File: config.mk
export PLATFORM = sky130hd
export DESIGN_NAME = falc56_bus_master
export DESIGN_NICKNAME = d
export VERILOG_FILES = /design/src/rtl/falc56_bus_master.sv
export SDC_FILE = /design/constraint.sdc
export NUM_CORES = 1
export LEC_CHECK = 0
export ABC_AREA = 0
export CAP_MARGIN = 20
export CORE_ASPECT_RATIO = 1.4
export CORE_UTILIZATION = 43
export CTS_BUF_LIST = sky130_fd_sc_hd__clkbuf_8
export CTS_CLUSTER_SIZE = 40
export DETAILED_ROUTE_END_ITERATION = 16
export PLACE_DENSITY_LB_ADDON = 0.08
export SLEW_MARGIN = 20
export SYNTH_ARGS = -nofsm -noshare
export SYNTH_HDL_FRONTEND = slang
export SYNTH_SLANG_ARGS = --single-unit
File: constraint.sdc
create_clock -name PHY_CLK33_I -period 1.6 [get_ports PHY_CLK33_I]
set_input_delay 0.32 -clock PHY_CLK33_I [delete_from_list [all_inputs] [get_ports PHY_CLK33_I]]
set_output_delay 0.32 -clock PHY_CLK33_I [all_outputs]
set_load 0.01 [all_outputs]
File: src/rtl/falc56_bus_master.sv
// FALC56 multiplexed-bus cycle generator: arbitrates via REQ/GNT, then runs one
// ALE/CSn/RDn/WRn access per accepted command and returns read data.
module falc56_bus_master #(
  parameter int ALE_CYCLES    = 2,
  parameter int STROBE_CYCLES = 4,
  parameter int HOLD_CYCLES   = 1
) (
  input  logic       PHY_CLK33_I,
  input  logic       PHY_RST_I,
  input  logic       CMD_VALID_I,
  output logic       CMD_READY_O,
  input  logic       CMD_WR_I,
  input  logic       CMD_CS_I,
  input  logic [7:0] CMD_ADDR_I,
  input  logic [7:0] CMD_WDATA_I,
  output logic       RSP_VALID_O,
  output logic [7:0] RSP_RDATA_O,
  output logic       F56_REQ_O,
  input  logic       F56_GNT_I,
  output logic [7:0] F56_BADD_O,
  output logic       F56_BADD_DIR_O,
  input  logic [7:0] F56_BADD_I,
  output logic       F56_ALE_O,
  output logic       F56_RDn_O,
  output logic       F56_WRn_O,
  output logic [1:0] F56_CSn_O
);

  typedef enum logic [2:0] {
    S_IDLE, S_REQ, S_ADDR, S_SETUP, S_STROBE, S_RECOVER, S_RELEASE
  } state_t;

  localparam logic [3:0] ALE_LD = 4'(ALE_CYCLES - 1);
  localparam logic [3:0] STB_LD = 4'(STROBE_CYCLES - 1);
  localparam logic [3:0] HLD_LD = 4'(HOLD_CYCLES - 1);

  state_t     state_q, state_d;
  logic [3:0] cnt_q, cnt_d;
  logic       wr_q, wr_d, cs_q, cs_d;
  logic [7:0] addr_q, addr_d, wdata_q, wdata_d;
  logic [7:0] rbuf_q, rbuf_d, rdata_q, rdata_d;
  logic       rsp_valid_q, rsp_valid_d, req_q, req_d;
  logic [7:0] badd_q, badd_d;
  logic       dir_q, dir_d, ale_q, ale_d, rdn_q, rdn_d, wrn_q, wrn_d;
  logic [1:0] csn_q, csn_d;
  logic       accept_s;

  assign CMD_READY_O = (state_q == S_IDLE) && !PHY_RST_I;
  assign accept_s    = CMD_VALID_I && CMD_READY_O;

  // Next state, phase counter, command latch and read capture
  always_comb begin
    state_d = state_q;
    cnt_d   = cnt_q;
    wr_d    = wr_q;
    cs_d    = cs_q;
    addr_d  = addr_q;
    wdata_d = wdata_q;
    rbuf_d  = rbuf_q;
    rdata_d = rdata_q;
    case (state_q)
      S_IDLE: begin
        if (accept_s) begin
          state_d = S_REQ;
          wr_d    = CMD_WR_I;
          cs_d    = CMD_CS_I;
          addr_d  = CMD_ADDR_I;
          wdata_d = CMD_WDATA_I;
        end else begin
          state_d = S_IDLE;
        end
      end
      S_REQ: begin
        if (F56_GNT_I) begin
          state_d = S_ADDR;
          cnt_d   = ALE_LD;
        end else begin
          state_d = S_REQ;
        end
      end
      S_ADDR: begin
        if (cnt_q == 4'd0) begin
          state_d = S_SETUP;
        end else begin
          cnt_d = cnt_q - 4'd1;
        end
      end
      S_SETUP: begin
        state_d = S_STROBE;
        cnt_d   = STB_LD;
      end
      S_STROBE: begin
        if (cnt_q == 4'd0) begin
          state_d = S_RECOVER;
          cnt_d   = HLD_LD;
          if (!wr_q) begin
            rbuf_d = F56_BADD_I;
          end else begin
            rbuf_d = rbuf_q;
          end
        end else begin
          cnt_d = cnt_q - 4'd1;
        end
      end
      S_RECOVER: begin
        if (cnt_q == 4'd0) begin
          state_d = S_RELEASE;
          // Read data becomes visible together with the completion pulse
          if (!wr_q) begin
            rdata_d = rbuf_q;
          end else begin
            rdata_d = rdata_q;
          end
        end else begin
          cnt_d = cnt_q - 4'd1;
        end
      end
      S_RELEASE: begin
        if (!F56_GNT_I) begin
          state_d = S_IDLE;
        end else begin
          state_d = S_RELEASE;
        end
      end
      default: state_d = S_IDLE;
    endcase
  end

  // Bus pin values for the upcoming state, registered below
  always_comb begin
    rsp_valid_d = (state_d == S_RELEASE) && (state_q != S_RELEASE);
    req_d       = 1'b0;
    badd_d      = 8'h00;
    dir_d       = 1'b0;
    ale_d       = 1'b0;
    rdn_d       = 1'b1;
    wrn_d       = 1'b1;
    csn_d       = 2'b11;
    case (state_d)
      S_REQ: req_d = 1'b1;
      S_ADDR: begin
        req_d  = 1'b1;
        ale_d  = 1'b1;
        badd_d = addr_q;
        dir_d  = 1'b1;
      end
      S_SETUP: begin
        req_d  = 1'b1;
        badd_d = addr_q;
        dir_d  = 1'b1;
      end
      S_STROBE: begin
        req_d = 1'b1;
        csn_d = cs_q ? 2'b01 : 2'b10;
        if (wr_q) begin
          wrn_d  = 1'b0;
          badd_d = wdata_q;
          dir_d  = 1'b1;
        end else begin
          rdn_d = 1'b0;
        end
      end
      S_RECOVER: begin
        req_d = 1'b1;
        if (wr_q) begin
          badd_d = wdata_q;
          dir_d  = 1'b1;
        end else begin
          dir_d = 1'b0;
        end
      end
      default: req_d = 1'b0;
    endcase
  end

  // State and output registers with synchronous reset to idle bus values
  always_ff @(posedge PHY_CLK33_I) begin
    if (PHY_RST_I) begin
      state_q     <= S_IDLE;
      cnt_q       <= 4'd0;
      wr_q        <= 1'b0;
      cs_q        <= 1'b0;
      addr_q      <= 8'h00;
      wdata_q     <= 8'h00;
      rbuf_q      <= 8'h00;
      rdata_q     <= 8'h00;
      rsp_valid_q <= 1'b0;
      req_q       <= 1'b0;
      badd_q      <= 8'h00;
      dir_q       <= 1'b0;
      ale_q       <= 1'b0;
      rdn_q       <= 1'b1;
      wrn_q       <= 1'b1;
      csn_q       <= 2'b11;
    end else begin
      state_q     <= state_d;
      cnt_q       <= cnt_d;
      wr_q        <= wr_d;
      cs_q        <= cs_d;
      addr_q      <= addr_d;
      wdata_q     <= wdata_d;
      rbuf_q      <= rbuf_d;
      rdata_q     <= rdata_d;
      rsp_valid_q <= rsp_valid_d;
      req_q       <= req_d;
      badd_q      <= badd_d;
      dir_q       <= dir_d;
      ale_q       <= ale_d;
      rdn_q       <= rdn_d;
      wrn_q       <= wrn_d;
      csn_q       <= csn_d;
    end
  end

  assign RSP_VALID_O    = rsp_valid_q;
  assign RSP_RDATA_O    = rdata_q;
  assign F56_REQ_O      = req_q;
  assign F56_BADD_O     = badd_q;
  assign F56_BADD_DIR_O = dir_q;
  assign F56_ALE_O      = ale_q;
  assign F56_RDn_O      = rdn_q;
  assign F56_WRn_O      = wrn_q;
  assign F56_CSn_O      = csn_q;

endmodule

==> results of run 1 <==
-- synthesized netlist by cell type (all sizes together) --
cell     instances
a211oi           1
a21oi           28
a221oi           1
a32o             1
a32oi           10
and2             3
buf              9
clkbuf           8
dfxtp           57
ha               2
inv              3
mux2i           16
nand2           38
nand2b           5
nand3            2
nand3b           6
nand4bb          1
nor2            37
nor3             4
nor3b            2
nor4             3
nor4b            2
nor4bb           1
o211a            1
o21a             1
o21ai            8
o21bai           1
o31ai            1
o32ai            1
or2              1
or3b             2
-- worst reg2reg max path: cells and delay by family, from the launching register on --
family / cells / cell delay, ps
flip-flops: 1 / 330
AND/OR/NAND/NOR: 3 / 370
AO/OA/AOI/OAI: 1 / 250
buffers and inverters: 3 / 360
adder cells (fa/ha/maj): 1 / 170
-- what timing repair did --
action | CTS | global route
hold endpoints to repair | 0 | 0
endpoints found under the setup margin | 25 | 53
resized for setup | 6 | 21
setup buffers | 0 | 1
cloned | 0 | 1
pin swaps | 0 | 6
-- logic make-up (layout without fill, tap and decap cells) --
kind of cell,count (synthesis),count (layout)
and+or+nand+nor,107,107
adders and majority gates,2,2
AOI/OAI and AO/OA,54,54
DFF,57,57
muxes,16,16
buffers and inverters,20,109
-- stage by stage --
step | hold WS [ps] | instances | area (µm²) | utilization, %
after global routing | 430 | 411 | 3440 | 66.6
after global placement | 384 | 393 | 3120 | 60.4
after detailed placement | 393 | 393 | 3120 | 60.4
final | 411 | 411 | 3440 | 66.6
after floorplan | 376 | 256 | 2310 | -
after CTS | 412 | 409 | 3350 | 64.9
-- power by group through the flow --
stage                     Clock [W]  Sequential (W)  Combinational, W
after detailed placement          0         0.00156          0.000660
after global placement            0         0.00156          0.000651
after CTS                   0.00152         0.00153          0.000674
final                       0.00148         0.00153          0.000733
after global routing        0.00158         0.00154          0.000799
after floorplan                   0         0.00156          0.000347
-- registers in the layout, indices dropped and copies added, names as in the netlist, 2 cells and up --
signal       count
F56_BADD_O       8
RSP_RDATA_O      8
addr_q           8
rbuf_q           8
wdata_q          8
cnt_q            4
state_q          3
F56_CSn_O        2
-- worst paths after layout --
kind	depth (start not counted)	end	slack [ps]	startpoint
worst max register to register	8	F56_CSn_O[0]$_SDFF_PP1_	-10	cnt_q[0]$_SDFFE_PP0P_
worst min-delay path	1	F56_CSn_O[1]$_SDFF_PP1_	410	cs_q$_SDFFE_PP0P_
worst max-delay path	8	F56_CSn_O[0]$_SDFF_PP1_	-10	cnt_q[0]$_SDFFE_PP0P_
worst min register to register	1	F56_CSn_O[1]$_SDFF_PP1_	410	cs_q$_SDFFE_PP0P_
-- layer usage --
layer	GRT usage (%)	vias to the layer above	wire, µm
met3	4.51	8	236
li1	-	1059	-
met2	33.9	54	2710
met1	22.9	983	2310
met5	0	-	0
met4	11.0	0	99
-- cell type report --
cell class	count	area (µm²)	share of cell area [%]
Clock buffer	10	138	4.01
Multi-Input combinational cell	179	1150	33.5
Tap cell	66	82.6	2.40
Clock inverter	6	82.6	2.40
Sequential cell	57	1140	33.3
Inverter	3	11.3	0.328
Timing Repair Buffer	90	825	24.0
==> impl_metrics.env, run 1 <==
export IMPL_power_switching_w=0.000965
export IMPL_synth_top_area_share_pct=49.8
export IMPL_dp_hpwl_um=3580
export IMPL_clk_latency_ps=340
export IMPL_path_clk_slew_ps=70
export IMPL_switching_share_pct=25.8
export IMPL_antenna_found_initial=0
export IMPL_p_leak_nw=1.27
export IMPL_root_buffer="clkbuf_8"
export IMPL_timing_final_ws_setup_ps=-10.1
export IMPL_cellPowerDensity_nw_per_um2=1090
export IMPL_wl_per_cell_um=13.0
export IMPL_overflow=0
export IMPL_vias=2104
export IMPL_drv_cap=0
export IMPL_hold_class="flop to flop"
export IMPL_synthCells=256
export IMPL_synth_distinct_cells=36
export IMPL_synth_nets=288
export IMPL_start_kind="flop"
export IMPL_crit_path_frequent_cell="buf_4"
export IMPL_die_x_um=63.7
export IMPL_tightest_slew_ps=299
export IMPL_grtUsageTotal_pct=19.8
export IMPL_final_common_cell="dfxtp_1"
export IMPL_dp_slack_ps=-121
export IMPL_synth_seq_area_share_pct=49.8
export IMPL_finalPower_w=0.00375
export IMPL_die_area_um2=5630
export IMPL_violations="negative setup slack"
export IMPL_critical_path_max_fanout=5
export IMPL_grt_pass1_vias=1894
export IMPL_place_gp_congestion=0.801
export IMPL_clk_path_buf_depth=2
export IMPL_final_period_utilization_pct=101
export IMPL_cts_tree="done"
export IMPL_rsz0062_at_grt="true"
export IMPL_via_per_inst=5.12
export IMPL_htreeDepth=3
export IMPL_io_buffer_count=54
export IMPL_crit_buf_inv=3
export IMPL_cp_top_family="simple AND/OR/NAND/NOR gates"
export IMPL_clock_power_share_pct=39.5
export IMPL_drt_wl_total_um=5360
export IMPL_synthXorXnorAreaFrac_pct=0
export IMPL_synth_top_family_by_area="simple AND/OR/NAND/NOR gates"
export IMPL_slowest_delay_ps=330
export IMPL_layout_common_cells="dfxtp_1 (54), clkdlybuf4s50_1 (52), nand2_1 (38), nor2_1 (37), buf_4 (32)"
export IMPL_io_pins=55
export IMPL_intPower_w=0.00278
export IMPL_finClkSkew_ps=6.72
export IMPL_critPathKind="flop to flop"
export IMPL_fill_cells=429
export IMPL_cts_hold_buf=0
export IMPL_p_comb_share_pct=19.6
export IMPL_drc=0
export IMPL_start_util_pct=44.4
export IMPL_synthSimpleGateAreaFrac_pct=23.6
export IMPL_worstSetupEndpointType="flop"
export IMPL_timing_final_crit_period_ps=1610
export IMPL_grt_pass1_wl_um=8500
export IMPL_status="complete, but fails checks"
export IMPL_slew_violations=0
export IMPL_critPathRequiredTime_ps=1810
export IMPL_synth_fa_ha_area_share_pct=1.09
export IMPL_n_antenna_cell=0
export IMPL_synth_compound_area_share_pct=14.6
export IMPL_yosys_top_cells_area="dfxtp_1 (50%), mux2i_1 (7.0%), nand2_1 (6.2%)"
export IMPL_ys_warnings_count=0
export IMPL_synth_area_mux_share_pct=6.99
export IMPL_hold_viol=0
export IMPL_drive_above_1_share_pct=22.3
export IMPL_coreArea_um2=5160
export IMPL_avgSynthCellArea_um2=8.95
export IMPL_rows=31
export IMPL_first_iter_violations=86
export IMPL_yosys_area_top_type="dfxtp_1"
export IMPL_nNetsFinal=372
export IMPL_clock_sinks=57
export IMPL_ys_seq_elements=57
export IMPL_setup_viol=3
export IMPL_p_seq_share_pct=40.9
export IMPL_max_vdd_ir_drop_v=0.000933
export IMPL_cts_buffers=9
export IMPL_syn_to_final_growth_pct=49.9
export IMPL_cp_cell_sequence="inv_2 > ha_4 > nor3b_2 > buf_4 > a32o_2 > nor4_2 > buf_4 > nand3b_1"
export IMPL_synthesis_area_um2=2290
export IMPL_arrival_ps=1820
export IMPL_die_y_um=88.4
export IMPL_totalNegativeSetupSlack_ps=-11.9
export IMPL_slowest_stage="dfxtp_2"
export IMPL_grt_max_degree=29
export IMPL_max_slew_margin_rel_pct=80.0
export IMPL_ant_nets=0
export IMPL_fmax_mhz=621
export IMPL_drt_first_pass_iters=4
Power figures use the tool's default switching activity.
==> inputs of run 2 (changes only) <==
- CTS_CLUSTER_DIAMETER: default -> 120
==> results of run 2 <==
Same layout as run 1: the final DEF is identical, and so are final timing and power.
